**config.mk**
```make
export PLATFORM = sky130hd
export DESIGN_NAME = memips_reset_ctrl
export DESIGN_NICKNAME = d
export VERILOG_FILES = /design/src/rtl/memips_reset_ctrl_pkg.sv /design/src/rtl/reset_sync.sv /design/src/rtl/memips_reset_ctrl.sv
export SDC_FILE = /design/constraint.sdc
export NUM_CORES = 1
export LEC_CHECK = 0
export ABC_AREA = 1
export BUFFER_PORTS_ARGS = -buffer_cell sky130_fd_sc_hd__buf_2
export CAP_MARGIN = 15
export CORE_AREA = 2 2 39 41
export DETAILED_ROUTE_END_ITERATION = 8
export DIE_AREA = 0 0 41 43
export PLACE_DENSITY_LB_ADDON = 0.3
export SYNTH_ARGS = -nofsm -noshare
export SYNTH_HDL_FRONTEND = slang
export SYNTH_SLANG_ARGS = --single-unit
```
**constraint.sdc**
```tcl
create_clock -name clk -period 2.98 [get_ports clk]
set_input_delay 0.149 -clock clk [delete_from_list [all_inputs] [get_ports clk]]
set_output_delay 0.149 -clock clk [all_outputs]
set_load 0.02 [all_outputs]
```
**src/rtl/memips_reset_ctrl_pkg.sv**
```systemverilog
// Shared reset-controller types and constants for MeMIPS.
package memips_reset_ctrl_pkg;

  // Sequencer states; domains are released in declaration order.
  typedef enum logic [2:0] {
    StAssert,
    StHold,
    StRelMem,
    StRelCore,
    StRun,
    StSoftHold
  } rst_state_t;

  localparam logic [1:0] RST_CAUSE_POR  = 2'b01;
  localparam logic [1:0] RST_CAUSE_SOFT = 2'b10;

  localparam int unsigned HOLD_CYCLES_DEFAULT = 4;
  localparam int unsigned STAGE_GAP_DEFAULT   = 2;

  // Bits needed to hold a down-counter loaded with at most max_count-1.
  function automatic int unsigned cnt_width(input int unsigned max_count);
    return (max_count <= 2) ? 1 : $clog2(max_count);
  endfunction

endpackage

```
**src/rtl/reset_sync.sv**
```systemverilog
// Reset synchronizer: asynchronous assert, synchronous deassert after SYNC_STAGES edges.
module reset_sync #(
  parameter int unsigned SYNC_STAGES = 2
) (
  input  logic clk,
  input  logic rst_n,
  output logic sync_rst_n
);

  logic [SYNC_STAGES-1:0] sync_q;

  // Shift ones in once the raw reset is released; clear the chain instantly on assert.
  always_ff @(posedge clk or negedge rst_n) begin
    if (!rst_n) begin
      sync_q <= '0;
    end else begin
      sync_q <= {sync_q[SYNC_STAGES-2:0], 1'b1};
    end
  end

  assign sync_rst_n = sync_q[SYNC_STAGES-1];

endmodule

```
**src/rtl/memips_reset_ctrl.sv**
```systemverilog
// Staged reset controller: releases memory, then core, then PC/fetch; services soft resets.
module memips_reset_ctrl
  import memips_reset_ctrl_pkg::*;
#(
  parameter int unsigned SYNC_STAGES = 2,
  parameter int unsigned HOLD_CYCLES = HOLD_CYCLES_DEFAULT,
  parameter int unsigned STAGE_GAP   = STAGE_GAP_DEFAULT
) (
  input  logic       clk,
  input  logic       rst_n,
  input  logic       soft_rst_req,
  output logic       mem_rst_n,
  output logic       core_rst_n,
  output logic       pc_rst_n,
  output logic       rst_busy,
  output logic [1:0] rst_cause
);

  localparam int unsigned CntMax = (HOLD_CYCLES > STAGE_GAP) ? HOLD_CYCLES : STAGE_GAP;
  localparam int unsigned CntW   = cnt_width(CntMax);

  // The ASSERT cycle that first sees sync_rst_n high already counts as one hold cycle.
  localparam logic [CntW-1:0] HoldFirstLoad = CntW'(HOLD_CYCLES - 2);
  localparam logic [CntW-1:0] HoldLoad      = CntW'(HOLD_CYCLES - 1);
  localparam logic [CntW-1:0] GapLoad       = CntW'(STAGE_GAP - 1);

  logic       sync_rst_n;
  rst_state_t state_q, state_d;
  logic [CntW-1:0] cnt_q, cnt_d;
  logic [1:0] cause_q, cause_d;
  logic       mem_q, mem_d, core_q, core_d, pc_q, pc_d, busy_q, busy_d;

  reset_sync #(
    .SYNC_STAGES (SYNC_STAGES)
  ) u_reset_sync (
    .clk        (clk),
    .rst_n      (rst_n),
    .sync_rst_n (sync_rst_n)
  );

  // Next state, shared counter reload on entry, and sticky cause.
  always_comb begin
    state_d = state_q;
    cnt_d   = (cnt_q != '0) ? cnt_q - 1'b1 : cnt_q;
    cause_d = cause_q;
    unique case (state_q)
      StAssert: begin
        if (sync_rst_n) begin
          if (HOLD_CYCLES == 1) begin
            // Single hold cycle is spent in ASSERT itself.
            state_d = StRelMem;
            cnt_d   = GapLoad;
          end else begin
            state_d = StHold;
            cnt_d   = HoldFirstLoad;
          end
        end
      end
      StHold: begin
        if (cnt_q == '0) begin
          state_d = StRelMem;
          cnt_d   = GapLoad;
        end
      end
      StRelMem: begin
        if (cnt_q == '0) begin
          state_d = StRelCore;
          cnt_d   = GapLoad;
        end
      end
      StRelCore: begin
        if (cnt_q == '0) begin
          state_d = StRun;
        end
      end
      StRun: begin
        if (soft_rst_req) begin
          state_d = StSoftHold;
          cnt_d   = HoldLoad;
          cause_d = RST_CAUSE_SOFT;
        end
      end
      StSoftHold: begin
        if (cnt_q == '0) begin
          state_d = StRelCore;
          cnt_d   = GapLoad;
        end
      end
      default: state_d = StAssert;
    endcase
  end

  // Output levels decoded from the next state so every output comes straight from a flop.
  always_comb begin
    mem_d  = !(state_d inside {StAssert, StHold});
    core_d = state_d inside {StRelCore, StRun};
    pc_d   = (state_d == StRun);
    busy_d = (state_d != StRun);
  end

  // State, counter and output registers; raw rst_n forces everything into reset at once.
  always_ff @(posedge clk or negedge rst_n) begin
    if (!rst_n) begin
      state_q <= StAssert;
      cnt_q   <= '0;
      cause_q <= RST_CAUSE_POR;
      mem_q   <= 1'b0;
      core_q  <= 1'b0;
      pc_q    <= 1'b0;
      busy_q  <= 1'b1;
    end else begin
      state_q <= state_d;
      cnt_q   <= cnt_d;
      cause_q <= cause_d;
      mem_q   <= mem_d;
      core_q  <= core_d;
      pc_q    <= pc_d;
      busy_q  <= busy_d;
    end
  end

  assign mem_rst_n  = mem_q;
  assign core_rst_n = core_q;
  assign pc_rst_n   = pc_q;
  assign rst_busy   = busy_q;
  assign rst_cause  = cause_q;

endmodule

```
==> results.txt <==
* Source of the worst hold timing path: soft_rst_req
- Placed standard-cell area: about 630 µm²
- Final Non-Filler Cells: 88
* Worst-case vdd ir drop: about 560 µV
- TNS Setup: 0 ns
- Max Transition Viols Final: 0
- Entering global routing, the biggest net connects 14 pins.
- Power density over the cells: 1090 nW/µm²
- For this configuration, the core starts out at a cell density of 0.421.
* Final ANT Viol Nets: 0
- Type of the worst setup path: reg2reg
- TritonCTS built the clock tree.
- Detailed placement ended at an HPWL of slightly below 700 µm.
- The library cell used most frequently in the layout, excluding fill and tap cells, is sky130_fd_sc_hd__dfrtp_1.
* Hold-fix buffers at CTS: 1
* Number of search-and-repair iterations in the first detailed-routing pass: 4
- Critical path buffers and inverters: 0
* Crit Reg-Reg Startpoint: cnt_q[0]
* Number of levels in the clock H-tree: 1
- Minimum clock period after layout: 1.18 ns
- Layout Nets: 76
- Top delay family on crit path: simple AND/OR/NAND/NOR gates
- Clock-pin slew was measured on the worst setup and hold paths at 0.08 ns.
- Remaining design rule violation count: 0
- On the final layout, the worst clock skew is 0.00524 ns.
- The final route contains 414 vias.
- For this run, the total global-route usage over all layers was measured as 0.140.
- The total overflow left after global routing is 0.
- The share of the Yosys chip area taken by registers is 0.562.
- Max stage delay cell, worst path: sky130_fd_sc_hd__dfrtp_1
- Final design instance area without fill: 668 µm²
* Terminating pin of the worst hold path: rst_cause[0]
- Number of nets in the synthesized netlist: between 60 and 70
- Critical-path maximum fanout: 4
- Port buffering added 8 buffers.
- The number of global-route vias before repair is 376.
- After detailed routing, the number of vias per cell comes to 4.70.
- Post-CTS sizing: 0
- After detailed routing, the average wire length per cell comes to 10.2 µm.
- Number of buffers inserted during clock tree synthesis: 3
- Critical Path Sink Type: register
- Area of the core: 1380 µm²
- Width of the die: slightly above 40 µm
* Count of final setup violators: 0
* Area grow syn2layout: 14.6%
- Startpoint of the most critical setup path: cnt_q[0]
- Global-route wire length before repair: approximately 1.6 mm
* Initial drt markers: 9
- Traced cell by cell, the critical path runs through nor2_2, nand2_1, nand2_1, nand2_2, or2_1.
* Pre-CTS setup slack: 1.82 ns
* Insertion delay of the later-clocked pin in the worst-skew pair: 0.26 ns
* Cell seen most often among critical-path stages: sky130_fd_sc_hd__nand2_1
* Average size of a mapped cell: around 9.7 µm²
* RSZ-0062 raised after global routing: false
* Gp weighted congestion: between 0.7 and 0.8
- Endpoint of the lowest-slack register-to-register path: mem_rst_n
- Hold Violations, Final: 0
- Top cells by area, synth: sky130_fd_sc_hd__dfrtp_1 47%, sky130_fd_sc_hd__dfstp_2 9.0%, sky130_fd_sc_hd__inv_1 5.2%, sky130_fd_sc_hd__nand2_2 4.3%, sky130_fd_sc_hd__nand2_1 3.9%
* Final Worst Setup Slack: approximately 1.8 ns
- Number of setup buffers added after CTS: 0
- Worst-case reg-to-reg path depth: 5
- Height of the die: approximately 43 µm
- Wire length reported by the detailed router: between 800 and 900 µm
- Max_cap viols: 0
* Clk buf depth: 2
- Warnings from Yosys: 0
- Commonest cells after routing, fill and taps aside: 11 x sky130_fd_sc_hd__dfrtp_1, 8 x sky130_fd_sc_hd__inv_1, 8 x sky130_fd_sc_hd__buf_2, 6 x sky130_fd_sc_hd__nand2_1, 6 x sky130_fd_sc_hd__nor2_1
- Result of the run: complete, no violations
- Leakage power of the design: 0.338 nW
- The setup check on the worst reg-to-reg path leaves a slack of approximately 1.8 ns.
* Portion of synthesized cell area occupied by the leading cell type: 0.472
* Tot Pwr: 0.000726 W
* Layout cells sized above 1: 0.375
- Final critical-path share of the clock period: 0.396
- Number of cell rows: 14
- HP Class: in2reg
- Critical path required time: 3.13 ns
* Instance count after placement with tap cells included: 83
- Clk Tree Root Cell: sky130_fd_sc_hd__clkbuf_4
- Initial antenna violation count: 0
- Synthesis produced 60 cells.
* Number of filler cells placed in the layout: 126
* Post-synth cell types: 19
* Dominant cell type by area after synthesis: sky130_fd_sc_hd__dfrtp_1
- During I/O placement, the number of pins put on the boundary was 9.
* DIE AREA: 1760 µm²
- Derived from the worst setup path, the maximum achievable clock frequency is 848 MHz.
* Netlist area before placement: 583 µm²
- Synthesis inferred 13 register bits.
* Crit path DAT: 1.33 ns
- # diodes: 0
- Critical path's largest stage delay: between 0.4 and 0.5 ns
- Crit start category: register
* Total number of clock tree sinks: 13
- Counting instances, the worst hold path has a depth of 4.
==> layer usage <==
metal,up-vias,global-route usage,part of all wire,wire length (µm)
li1,205,-,-,-
met1,200,0.177,0.43,384
met2,7,0.209,0.52,462
met3,2,0.0366,0.034,30
met4,0,0.0800,0.019,17
met5,-,0,0,0
==> synth_stat cells (all sizes together) <==
cell / n
o211ai: 2
inv: 11
dfstp: 2
dfrtp: 11
nand3: 5
or2: 2
conb: 1
nor2: 10
nand2: 10
o21ai: 5
buf: 1
==> worst max path at each step <==
stage                  to  cells after the start
2_1_floorplan  core_rst_n                      7
3_3_place_gp    mem_rst_n                      5
3_5_place_dp   core_rst_n                      6
4_1_cts         mem_rst_n                      5
5_1_grt         mem_rst_n                      5
6_report        mem_rst_n                      5
==> registers in the layout, summed over array words and instances (netlist names) <==
signal / cells
state_q: 3
core_rst_n: 1
pc_rst_n: 1
mem_rst_n: 1
rst_busy: 1
u_reset_sync.sync_q: 2
cnt_q: 2
rst_cause: 2
==> through the flow <==
step                      hold slack, ns   util
after CTS                          0.244  0.483
after detailed placement          0.0461  0.457
after global routing               0.254  0.483
after floorplan                   -0.147      -
after global placement            0.0478  0.457
final                              0.242  0.483
==> worst reg2reg max path: cells and delay by family, from the launching register on <==
| kind | cells | cell delay [ns] |
|---|---|---|
| flops | 1 | 0.42 |
| simple gates | 5 | 0.65 |
==> report_power, final <==
| group | total, W | switching, W | leakage [nW] | internal, W |
|---|---|---|---|---|
| Combinational | 0.000318 | 0.000203 | 0.168 | 0.000114 |
| Sequential | 0.000305 | 0.0000549 | 0.156 | 0.000250 |
| Clock | 0.000104 | 0.0000523 | 0.0150 | 0.0000516 |
==> kinds of logic after synthesis <==
kind of cell	synth area share
buffers and inverters	0.0901
AO/OA/AOI/OAI	0.0751
other	0.00643
AND/OR/NAND/NOR	0.266
flip-flops	0.562
==> cell type report <==
type / count / area (µm²) / share of cell area
multi-input cells: 35 / 203 / 0.303
inverters: 11 / 41.3 / 0.0618
flip-flops and latches: 13 / 328 / 0.491
clock buffers: 4 / 26.3 / 0.0393
repair buffers: 9 / 50.0 / 0.0749
well taps: 16 / 20.0 / 0.0300
Power figures use the tool's default switching activity.
